--- src/rtl/vp_pkg.sv ---
// Shared types and default sizing for the value-prediction validation unit.
package vp_pkg;

    localparam int unsigned VP_NUM_PRED   = 2;
    localparam int unsigned VP_CONF_WIDTH = 8;
    localparam int unsigned VP_DEPTH      = 16;

    typedef struct packed {
        logic [31:1]            pc;
        logic [31:0]            result;
        logic [VP_CONF_WIDTH:0] conf;
    } vp_entry_t;

endpackage

--- src/rtl/vp_inflight_fifo.sv ---
// In-order multi-lane in-flight buffer: compacted enqueue with drop on lack of
// space, compacted dequeue matched against head, head+1 using pre-cycle count.
module vp_inflight_fifo
    import vp_pkg::*;
#(
    parameter int unsigned P_NUM_PRED = VP_NUM_PRED,
    parameter int unsigned P_DEPTH    = VP_DEPTH
) (
    input  logic                                       clk_i,
    input  logic                                       rst_i,
    input  logic                                       flush_i,
    input  logic      [P_NUM_PRED-1:0]                 enq_valid_i,
    input  vp_entry_t [P_NUM_PRED-1:0]                 enq_data_i,
    input  logic      [P_NUM_PRED-1:0]                 deq_valid_i,
    output logic      [P_NUM_PRED-1:0]                 deq_match_o,
    output logic      [P_NUM_PRED-1:0][$clog2(P_DEPTH):0] deq_pos_o,
    output vp_entry_t [P_NUM_PRED-1:0]                 deq_entry_o,
    output logic      [$clog2(P_DEPTH):0]              drop_cnt_o,
    output logic      [$clog2(P_DEPTH):0]              count_o
);

    localparam int unsigned PTR_W = $clog2(P_DEPTH);
    localparam int unsigned CNT_W = PTR_W + 1;

    vp_entry_t        r_mem [P_DEPTH];
    logic [PTR_W-1:0] r_head;
    logic [PTR_W-1:0] r_tail;
    logic [CNT_W-1:0] r_count;

    logic [CNT_W-1:0] w_free;
    logic [CNT_W-1:0] w_run_e;
    logic [CNT_W-1:0] w_run_d;
    logic [CNT_W-1:0] w_n_acc;
    logic [CNT_W-1:0] w_n_drop;
    logic [CNT_W-1:0] w_n_pop;
    logic [P_NUM_PRED-1:0] w_enq_acc;
    logic [P_NUM_PRED-1:0][CNT_W-1:0] w_enq_pos;
    logic [P_NUM_PRED-1:0][CNT_W-1:0] w_deq_pos;
    logic [P_NUM_PRED-1:0] w_deq_match;

    // Lane compaction: each valid lane takes the next slot after the valid lanes before it.
    always_comb begin
        w_free      = CNT_W'(P_DEPTH) - r_count;
        w_run_e     = '0;
        w_run_d     = '0;
        w_n_acc     = '0;
        w_n_drop    = '0;
        w_n_pop     = '0;
        w_enq_acc   = '0;
        w_enq_pos   = '0;
        w_deq_pos   = '0;
        w_deq_match = '0;
        for (int i = 0; i < int'(P_NUM_PRED); i++) begin
            w_enq_pos[i] = w_run_e;
            if (enq_valid_i[i]) begin
                w_run_e = w_run_e + CNT_W'(1);
                if (w_enq_pos[i] < w_free) begin
                    w_enq_acc[i] = 1'b1;
                    w_n_acc      = w_n_acc + CNT_W'(1);
                end else begin
                    w_n_drop = w_n_drop + CNT_W'(1);
                end
            end
            w_deq_pos[i] = w_run_d;
            if (deq_valid_i[i]) begin
                w_run_d = w_run_d + CNT_W'(1);
                if (w_deq_pos[i] < r_count) begin
                    w_deq_match[i] = 1'b1;
                    w_n_pop        = w_n_pop + CNT_W'(1);
                end
            end
        end
    end

    always_comb begin
        for (int i = 0; i < int'(P_NUM_PRED); i++) begin
            deq_entry_o[i] = r_mem[r_head + PTR_W'(w_deq_pos[i])];
        end
    end

    always_ff @(posedge clk_i) begin
        if (!rst_i && !flush_i) begin
            for (int i = 0; i < int'(P_NUM_PRED); i++) begin
                if (w_enq_acc[i]) begin
                    r_mem[r_tail + PTR_W'(w_enq_pos[i])] <= enq_data_i[i];
                end
            end
        end
    end

    always_ff @(posedge clk_i) begin
        if (rst_i || flush_i) begin
            r_head  <= '0;
            r_tail  <= '0;
            r_count <= '0;
        end else begin
            r_tail  <= r_tail + PTR_W'(w_n_acc);
            r_head  <= r_head + PTR_W'(w_n_pop);
            r_count <= r_count + w_n_acc - w_n_pop;
        end
    end

    assign deq_match_o = w_deq_match;
    assign deq_pos_o   = w_deq_pos;
    assign drop_cnt_o  = w_n_drop;
    assign count_o     = r_count;

endmodule

--- src/rtl/vp_validation_unit.sv ---
// Holds in-flight predictions, compares them with execution results and drives
// registered predictor feedback plus overflow/order-error statistics.
module vp_validation_unit
    import vp_pkg::*;
#(
    parameter int unsigned P_NUM_PRED   = VP_NUM_PRED,
    parameter int unsigned P_CONF_WIDTH = VP_CONF_WIDTH,
    parameter int unsigned P_DEPTH      = VP_DEPTH
) (
    input  logic                                    clk_i,
    input  logic                                    rst_i,
    input  logic [P_NUM_PRED-1:0][31:1]             pred_pc_i,
    input  logic [P_NUM_PRED-1:0][31:0]             pred_result_i,
    input  logic [P_NUM_PRED-1:0][P_CONF_WIDTH:0]   pred_conf_i,
    input  logic [P_NUM_PRED-1:0]                   pred_valid_i,
    input  logic [P_NUM_PRED-1:0][31:1]             exe_pc_i,
    input  logic [P_NUM_PRED-1:0][31:0]             exe_result_i,
    input  logic [P_NUM_PRED-1:0]                   exe_valid_i,
    input  logic                                    flush_i,
    output logic [P_NUM_PRED-1:0][31:1]             fb_pc_o,
    output logic [P_NUM_PRED-1:0][31:0]             fb_actual_o,
    output logic [P_NUM_PRED-1:0]                   fb_mispredict_o,
    output logic [P_NUM_PRED-1:0][P_CONF_WIDTH:0]   fb_conf_o,
    output logic [P_NUM_PRED-1:0]                   fb_valid_o,
    output logic [$clog2(P_DEPTH):0]                occupancy_o,
    output logic [15:0]                             overflow_cnt_o,
    output logic                                    order_err_o
);

    localparam int unsigned CNT_W = $clog2(P_DEPTH) + 1;
    localparam int unsigned SC_W  = VP_CONF_WIDTH + 1;
    localparam int unsigned FC_W  = P_CONF_WIDTH + 1;

    vp_entry_t [P_NUM_PRED-1:0]            w_enq_data;
    vp_entry_t [P_NUM_PRED-1:0]            w_deq_entry;
    logic      [P_NUM_PRED-1:0]            w_deq_match;
    logic      [P_NUM_PRED-1:0][CNT_W-1:0] w_deq_pos;
    logic      [CNT_W-1:0]                 w_drop;
    logic      [CNT_W-1:0]                 w_count;

    logic [P_NUM_PRED-1:0][31:1]       w_fb_pc,     r_fb_pc;
    logic [P_NUM_PRED-1:0][31:0]       w_fb_actual, r_fb_actual;
    logic [P_NUM_PRED-1:0]             w_fb_mis,    r_fb_mis;
    logic [P_NUM_PRED-1:0][FC_W-1:0]   w_fb_conf,   r_fb_conf;
    logic [P_NUM_PRED-1:0]             w_fb_valid,  r_fb_valid;
    logic                              w_err;
    logic [16:0]                       w_ovf_sum;
    logic [15:0]                       r_ovf;
    logic                              r_err;

    always_comb begin
        for (int i = 0; i < int'(P_NUM_PRED); i++) begin
            w_enq_data[i].pc     = pred_pc_i[i];
            w_enq_data[i].result = pred_result_i[i];
            w_enq_data[i].conf   = SC_W'(pred_conf_i[i]);
        end
    end

    vp_inflight_fifo #(
        .P_NUM_PRED (P_NUM_PRED),
        .P_DEPTH    (P_DEPTH)
    ) u_fifo (
        .clk_i       (clk_i),
        .rst_i       (rst_i),
        .flush_i     (flush_i),
        .enq_valid_i (pred_valid_i),
        .enq_data_i  (w_enq_data),
        .deq_valid_i (exe_valid_i),
        .deq_match_o (w_deq_match),
        .deq_pos_o   (w_deq_pos),
        .deq_entry_o (w_deq_entry),
        .drop_cnt_o  (w_drop),
        .count_o     (w_count)
    );

    // Matched exe lane i lands on feedback lane deq_pos[i]; a pc mismatch echoes exe pc.
    always_comb begin
        w_fb_pc     = '0;
        w_fb_actual = '0;
        w_fb_mis    = '0;
        w_fb_conf   = '0;
        w_fb_valid  = '0;
        w_err       = 1'b0;
        for (int k = 0; k < int'(P_NUM_PRED); k++) begin
            for (int i = 0; i < int'(P_NUM_PRED); i++) begin
                if (w_deq_match[i] && (w_deq_pos[i] == CNT_W'(k))) begin
                    w_fb_valid[k]  = 1'b1;
                    w_fb_actual[k] = exe_result_i[i];
                    if (exe_pc_i[i] != w_deq_entry[i].pc) begin
                        w_fb_pc[k]  = exe_pc_i[i];
                        w_fb_mis[k] = 1'b1;
                    end else begin
                        w_fb_pc[k]   = w_deq_entry[i].pc;
                        w_fb_mis[k]  = (w_deq_entry[i].result != exe_result_i[i]);
                        w_fb_conf[k] = FC_W'(w_deq_entry[i].conf);
                    end
                end
            end
        end
        for (int i = 0; i < int'(P_NUM_PRED); i++) begin
            if (exe_valid_i[i] && (!w_deq_match[i] || (exe_pc_i[i] != w_deq_entry[i].pc))) begin
                w_err = 1'b1;
            end
        end
        w_ovf_sum = 17'(r_ovf) + 17'(w_drop);
    end

    always_ff @(posedge clk_i) begin
        if (rst_i) begin
            r_fb_pc     <= '0;
            r_fb_actual <= '0;
            r_fb_mis    <= '0;
            r_fb_conf   <= '0;
            r_fb_valid  <= '0;
            r_ovf       <= '0;
            r_err       <= 1'b0;
        end else if (flush_i) begin
            r_fb_pc     <= '0;
            r_fb_actual <= '0;
            r_fb_mis    <= '0;
            r_fb_conf   <= '0;
            r_fb_valid  <= '0;
        end else begin
            r_fb_pc     <= w_fb_pc;
            r_fb_actual <= w_fb_actual;
            r_fb_mis    <= w_fb_mis;
            r_fb_conf   <= w_fb_conf;
            r_fb_valid  <= w_fb_valid;
            r_ovf       <= (w_ovf_sum > 17'h0FFFF) ? 16'hFFFF : w_ovf_sum[15:0];
            r_err       <= r_err | w_err;
        end
    end

    assign fb_pc_o         = r_fb_pc;
    assign fb_actual_o     = r_fb_actual;
    assign fb_mispredict_o = r_fb_mis;
    assign fb_conf_o       = r_fb_conf;
    assign fb_valid_o      = r_fb_valid;
    assign occupancy_o     = w_count;
    assign overflow_cnt_o  = r_ovf;
    assign order_err_o     = r_err;

endmodule

--- config.mk ---
export PLATFORM = sky130hd
export DESIGN_NAME = vp_validation_unit
export DESIGN_NICKNAME = d
export VERILOG_FILES = /design/src/rtl/vp_pkg.sv /design/src/rtl/vp_inflight_fifo.sv /design/src/rtl/vp_validation_unit.sv
export SDC_FILE = /design/constraint.sdc
export NUM_CORES = 2
export LEC_CHECK = 0
export CAP_MARGIN = 40
export CORE_ASPECT_RATIO = 2
export CORE_UTILIZATION = 55
export CTS_CLUSTER_DIAMETER = 100
export DETAILED_ROUTE_END_ITERATION = 16
export PLACE_DENSITY = 0.78
export SLEW_MARGIN = 40
export SYNTH_ARGS = -nofsm -noshare
export SYNTH_HDL_FRONTEND = slang
export SYNTH_SLANG_ARGS = --single-unit
--- constraint.sdc ---
create_clock -name clk_i -period 8.2 [get_ports clk_i]
set_input_delay 1.23 -clock clk_i [delete_from_list [all_inputs] [get_ports clk_i]]
set_output_delay 1.23 -clock clk_i [all_outputs]
set_load 0.02 [all_outputs]
---- Word-level counts from Yosys, hierarchy flattened ----
Memory sizes are Yosys's and may differ from the RTL's. A register that Yosys moved wholly into a read port is not among the register bits.
Index checks and enable logic that the tools add are counted.
cells by class
  add/sub/neg operators ................... 11
  $mul .................................... 0
  divide/modulo/power cells ............... 0
  $lt $le $gt $ge ......................... 5
  eq/ne operators ......................... 5
  shifts and indexed selects .............. 0
  mux-type cells .......................... 49
  bitwise gates (word level) .............. 2
  reduce and logical (&&, ||, !) cells .... 16
operators by type and width
  cell                                                   number
  two-way mux 31 bit                                     4
  two-way mux 32 bit                                     2
  inequality test 32 bit                                 2
  inequality test 31 bit                                 2
  two-way mux 5 bit                                      9
  two-way mux 9 bit                                      4
  two-way mux 1 bit                                      28
  adder 16 x 5 -> 17 bit                                 1
  > comparator 17 x 16 -> 1 bit (second input constant)  1
  two-way mux 16 bit                                     1
  adder 5 x 1 -> 5 bit (second input constant)           3
  < comparator 1 x 5 -> 1 bit                            2
  < comparator 1 x 5 -> 1 bit (first input constant)     2
  adder 4 x 1 -> 4 bit                                   2
  adder 4 bit                                            2
  adder 5 bit                                            1
  equality test 5 x 1 -> 1 bit (second input constant)   1
  logical AND 1 bit                                      5
  zero test 5 bit                                        1
  subtractor 5 bit                                       1
  subtractor 5 bit (first input constant)                1
  zero test 1 bit                                        4
  two-way mux 4 bit                                      1
  OR reduction 4 bit                                     1
  other kinds (5)                                        7
word-level totals
  flip-flop bits (word level) ............. 178
  latch bits .............................. 0
  bits in writable memories ............... 1152
  bits in read-only memories .............. 0
  output and inout port bits .............. 170
  word-level logic and storage cells ...... 103
  memories ................................ 1
memories
  memory        words  width  rd ports  clocked after memory_dff  wr ports  RTL line                source
  u_fifo.r_mem  16     72     2         1                         2         vp_inflight_fifo.sv:25  vp_entry_t r_mem [P_DEPTH];

---- Logic depth before layout (Yosys ltp) ----
  depth after elaboration ................. 10
  gate-level depth with buffers ........... 21
  mapped depth without buffers ............ 20

---- By module ----
A second synthesis with hierarchy kept.
unflattened totals
  cell total of the unflattened synthesis .. 5007
  area total of the unflattened synthesis .. 75905.3 sq um
by module, submodules not included
  module              instances  cells an instance  area an instance (sq um)  seq. area each (sq um)
  vp_inflight_fifo    1          4181               68390.6                   34853.4
  vp_validation_unit  1          826                7514.7                    3303.2

---- Least setup slack after synthesis ----
OpenSTA, ideal clock, no wires.
  path type ............................... input-to-reg
  from .................................... in flush_i
  to ...................................... mem u_fifo.r_mem[10][0] in the netlist's numbering, enable pin
  arrival ................................. 7.407 ns
  data required time ...................... 7.598 ns
  path slack .............................. 0.191 ns
  stages on the path ...................... 6
  path buffers ............................ 1
  cell sequence ........................... clkbuf_1 -> inv_1 -> nand2_1 -> or3_1 -> or3_1 -> o21ai_0
RTL lines
  item                RTL line                  source
  start: declaration  vp_validation_unit.sv:19  input logic flush_i,
  end: declaration    vp_inflight_fifo.sv:25

---- Worst setup path in the final report ----
  from .................................... in exe_valid_i[0]
  to ...................................... reg r_fb_conf, in the netlist fb_conf_o[4]
between the ends
  cells in the longest elaborated chain, start to end .. 6
ends and longest elaborated chain
  item                                                                 RTL line                                            source
  start: declaration                                                   vp_validation_unit.sv:18                            input logic [P_NUM_PRED-1:0] exe_valid_i,
  two-way mux 1 bit                                                    vp_inflight_fifo.sv:65                              if (deq_valid_i[i]) begin
  adder 4 x 1 -> 4 bit or < comparator 1 x 5 -> 1 bit (tied branches)  vp_inflight_fifo.sv:77, vp_inflight_fifo.sv:67
  memory (16 x 72 bit) or two-way mux 1 bit (tied branches)            --
  inequality test 31 bit or two-way mux 1 bit (tied branches)          vp_validation_unit.sv:89, vp_inflight_fifo.sv:65
  two-way mux 9 bit or logical AND 1 bit (tied branches)               vp_validation_unit.sv:89, vp_validation_unit.sv:86
  two-way mux 9 bit *                                                  vp_validation_unit.sv:86                            if (w_deq_match[i] && (w_deq_pos[i] == CNT_W'(k))) begin
  end signal: assignment                                               vp_validation_unit.sv:127                           r_fb_conf <= w_fb_conf;
  end: declaration                                                     vp_validation_unit.sv:44                            logic [P_NUM_PRED-1:0][FC_W-1:0] w_fb_conf, r_fb_conf;
Mark *: on every way between the ends. The rest lies on a longest branch, timed or not.
A chain may end at the register's enable or synchronous reset.

==> impl_metrics.toml <==
[final_layout]
drive_gt1_frac = 0.417
fin_util = 0.629
nNetsFinal = 5169
area_delta_synth_final_pct = 13.5

[setup_path]
critPathCaptureType = "flop"
crit_slowest_cell = "nor4_1"
critPathTopFamily = "buffers and inverters"
crit_chain = "clkdlybuf4s50_1, ha_4, buf_12, buf_16, mux4_2, mux4_2, xor2_1, nor4_1, nand4_1, buf_4, nand2b_1, o22ai_1"
slowest_delay_ns = 0.79
arrival_ns = 6.72
crit_top_cell = "mux4_2"
worst-path-buf-inv = 4
critPathKind = "primary input to flop"
critPathRequiredTime_ns = 8.86
cp-start-kind = "primary input"
critPathMaxFanout = 64

[route]
avgRoutedWirePerCell_um = 38.1
drc = 0
vias_per_cell = 7.35
num_vias = 49400
ant_nets = 0
drt_iter0_drc = 6097
routed_wirelength_um = 256000
drt_pass1_iterations = 5

[clocking]
numCtsBuffers = 116
clk_path_buf_depth = 3
cts_tree = "yes"
cts_sinks = 1330
cts.clk_slew.worst_paths_ns = 0.07
cts_repair_resize_count = 0
cts_hold_buf = 0
clockRootBuffer = "clkbuf_16"
worst_skew_pair.late_latency_ns = 0.78
htree_levels = 3
cts_setup_buffers = 0

[yosys]
synth_edf_count = 1152
synth_ff_type = "edfxtp_1"
async_reset_ff_frac = 0
synthCells = 4698
avgSynthCellArea_um2 = 15.8
synth_fp_nets = 4999
ys_types = 72
netlist_area_um2 = 74400
synth_warnings = 0
ys_seq_area_frac = 0.513
ys_ff_latch = 1330

[placed_design]
place_congestion = 0.906
port-buffer-count = 446
dpl.hpwl_um = 153000

[global_routing]
top_usage_layer = "met2"
met1_usage = 0.425
antenna_found_initial = 38
grtUsageTotal = 0.374
grt_first_pass_wirelength_um = 358000
first_global_vias = 50700
gr-usage-met3 = 0.0848
grt_max_degree = 105
grt.met2_usage = 0.604
gr-total-overflow = 0

[floorplan]
die_x_um = 262
die_h_um = 522
dieArea_um2 = 137000
io_pins = 447
start_util = 0.555
fp.coreArea_um2 = 134000
placementRows = 190

[sta]
report.final.slew_viol_count = 0
fmax_ghz = 0.165
max_slew_margin = 0.198
period_share = 0.739
layout_min_cycle_time_ns = 6.06
fin_skew_ns = 0.0397
worstMarginPinSlew_ns = 1.20
whs_ns = 0.518
finalSetupViolations = 0
grt_setup_unrepaired = "no"
hold_viol_final = 0
setup-tns-final_ns = 0

[pwr]
peakVddDrop_mv = 0.191
power.total_uw = 18700
power_density_nw_per_um2 = 222
leakagePower_uw = 0.0270

[flow_run]
maxCapViolations = 0

[run_status]
outcome = "complete, no violations"

[min_path]
hp-class = "flop to flop"
## cell usage in the layout (no fill, tap or decap), types with 55 or more instances in the layout
master / Yosys / layout
mux2_2: 1159 / 1159
edfxtp_1: 1152 / 1152
mux4_2: 566 / 566
clkdlybuf4s50_1: 0 / 445
mux2i_1: 194 / 193
dfxtp_1: 178 / 174
clkbuf_16: 0 / 120
nand2_1: 111 / 101
nor2_1: 102 / 100
and3_1: 72 / 72
xnor2_1: 71 / 69
buf_4: 21 / 63
a22oi_1: 57 / 57
xor2_1: 57 / 55
## where the power goes
part | internal (µW) | switching, µW
sequential | 7560 | 129
clock | 3140 | 2650
combinational | 2530 | 2730
## flip-flops by register name, indices dropped and copies added, names as in the netlist
register         count
u_fifo.count_o       5
order_err_o          1
u_fifo.r_mem      1152
u_fifo.r_head        4
fb_actual_o         64
fb_mispredict_o      2
u_fifo.r_tail        4
fb_valid_o           2
fb_pc_o             62
overflow_cnt_o      16
fb_conf_o           18
## per-stage QoR
step	area, µm²	instances	setup WS [ns]
2_1_floorplan	74400	4698	0.191
3_3_place_gp	80100	6468	1.67
3_5_place_dp	80300	6473	1.64
4_1_cts	84200	6694	2.41
5_1_grt	84400	6716	2.21
6_report	84400	6727	2.14
## per-layer routing
metal  wire length, µm  share of wire  vias to the layer above
met5               136        0.00053                        -
met2            124000           0.48                     3767
li1                  -              -                    19400
met4             22500          0.088                       18
met3             27800           0.11                     1077
met1             82000           0.32                    25200
## cell families after synthesis
logic type,after synthesis,share of synthesized area
xor+xnor,128,0.0151
fa+ha+maj,24,0.00454
compound gates,343,0.0343
mux,1919,0.373
buf+inv,532,0.0315
flops,1330,0.513
simple gates,422,0.0283
## synthesized netlist by cell type (3+ instances only)
library cell | number | share of area
a311oi_1 | 8 | 0.00094
a31oi_1 | 6 | 0.00050
o21bai_1 | 10 | 0.0010
xnor2_1 | 71 | 0.0084
or3_1 | 11 | 0.00093
mux4_2 | 566 | 0.17
buf_2 | 89 | 0.0060
nor2_1 | 102 | 0.0051
a22o_1 | 36 | 0.0042
a21o_1 | 3 | 0.00030
nor3_1 | 11 | 0.00074
ha_1 | 19 | 0.0032
buf_1 | 23 | 0.0012
edfxtp_1 | 1152 | 0.47
a211oi_1 | 3 | 0.00030
nand2b_1 | 5 | 0.00042
nand2_1 | 111 | 0.0056
inv_1 | 34 | 0.0017
fa_1 | 5 | 0.0013
nand3_1 | 21 | 0.0014
a22oi_1 | 57 | 0.0058
nor2b_1 | 13 | 0.0011
clkbuf_1 | 345 | 0.017
a21oi_1 | 26 | 0.0017
o21ai_0 | 56 | 0.0038
a221oi_1 | 43 | 0.0051
xor2_1 | 57 | 0.0067
o21ai_1 | 3 | 0.00020
mux2i_1 | 194 | 0.026
nand4_1 | 25 | 0.0021
and2_1 | 18 | 0.0015
buf_6 | 18 | 0.0027
and3_1 | 72 | 0.0061
buf_4 | 21 | 0.0021
o221ai_1 | 44 | 0.0052
dfxtp_1 | 178 | 0.048
nor4_1 | 15 | 0.0013
o22ai_1 | 20 | 0.0017
mux2_2 | 1159 | 0.18
## worst register-to-register path, stage by stage (launching register included)
cell	delay [ns]
dfxtp_4	0.76
ha_4	0.41
buf_12	0.33
buf_16	0.49
mux4_2	0.65
mux4_2	0.49
xor2_1	0.16
nor4_1	0.79
nand4_1	0.32
buf_4	0.31
nand2b_1	0.43
o22ai_1	0.31
## final timing paths
path | start | end | slack [ns] | cells after the start
setup / recovery | exe_valid_i[0] | fb_conf_o[4] | 2.14 | 12
hold / removal | overflow_cnt_o[12] | overflow_cnt_o[12] | 0.52 | 2
setup reg to reg | u_fifo.r_head[0] | fb_conf_o[4] | 2.64 | 11
hold reg to reg | overflow_cnt_o[12] | overflow_cnt_o[12] | 0.52 | 2
## final cells by class
cell class	instances	area (µm²)
tap	1728	2160
timing repair buffer	550	5700
clock buffer	163	3240
clock inverter	58	653
multi-input combinational	2836	34300
antenna	28	70.1
inverter	34	130
fill	9744	49700
sequential	1330	38200
Power figures use the tool's default switching activity.
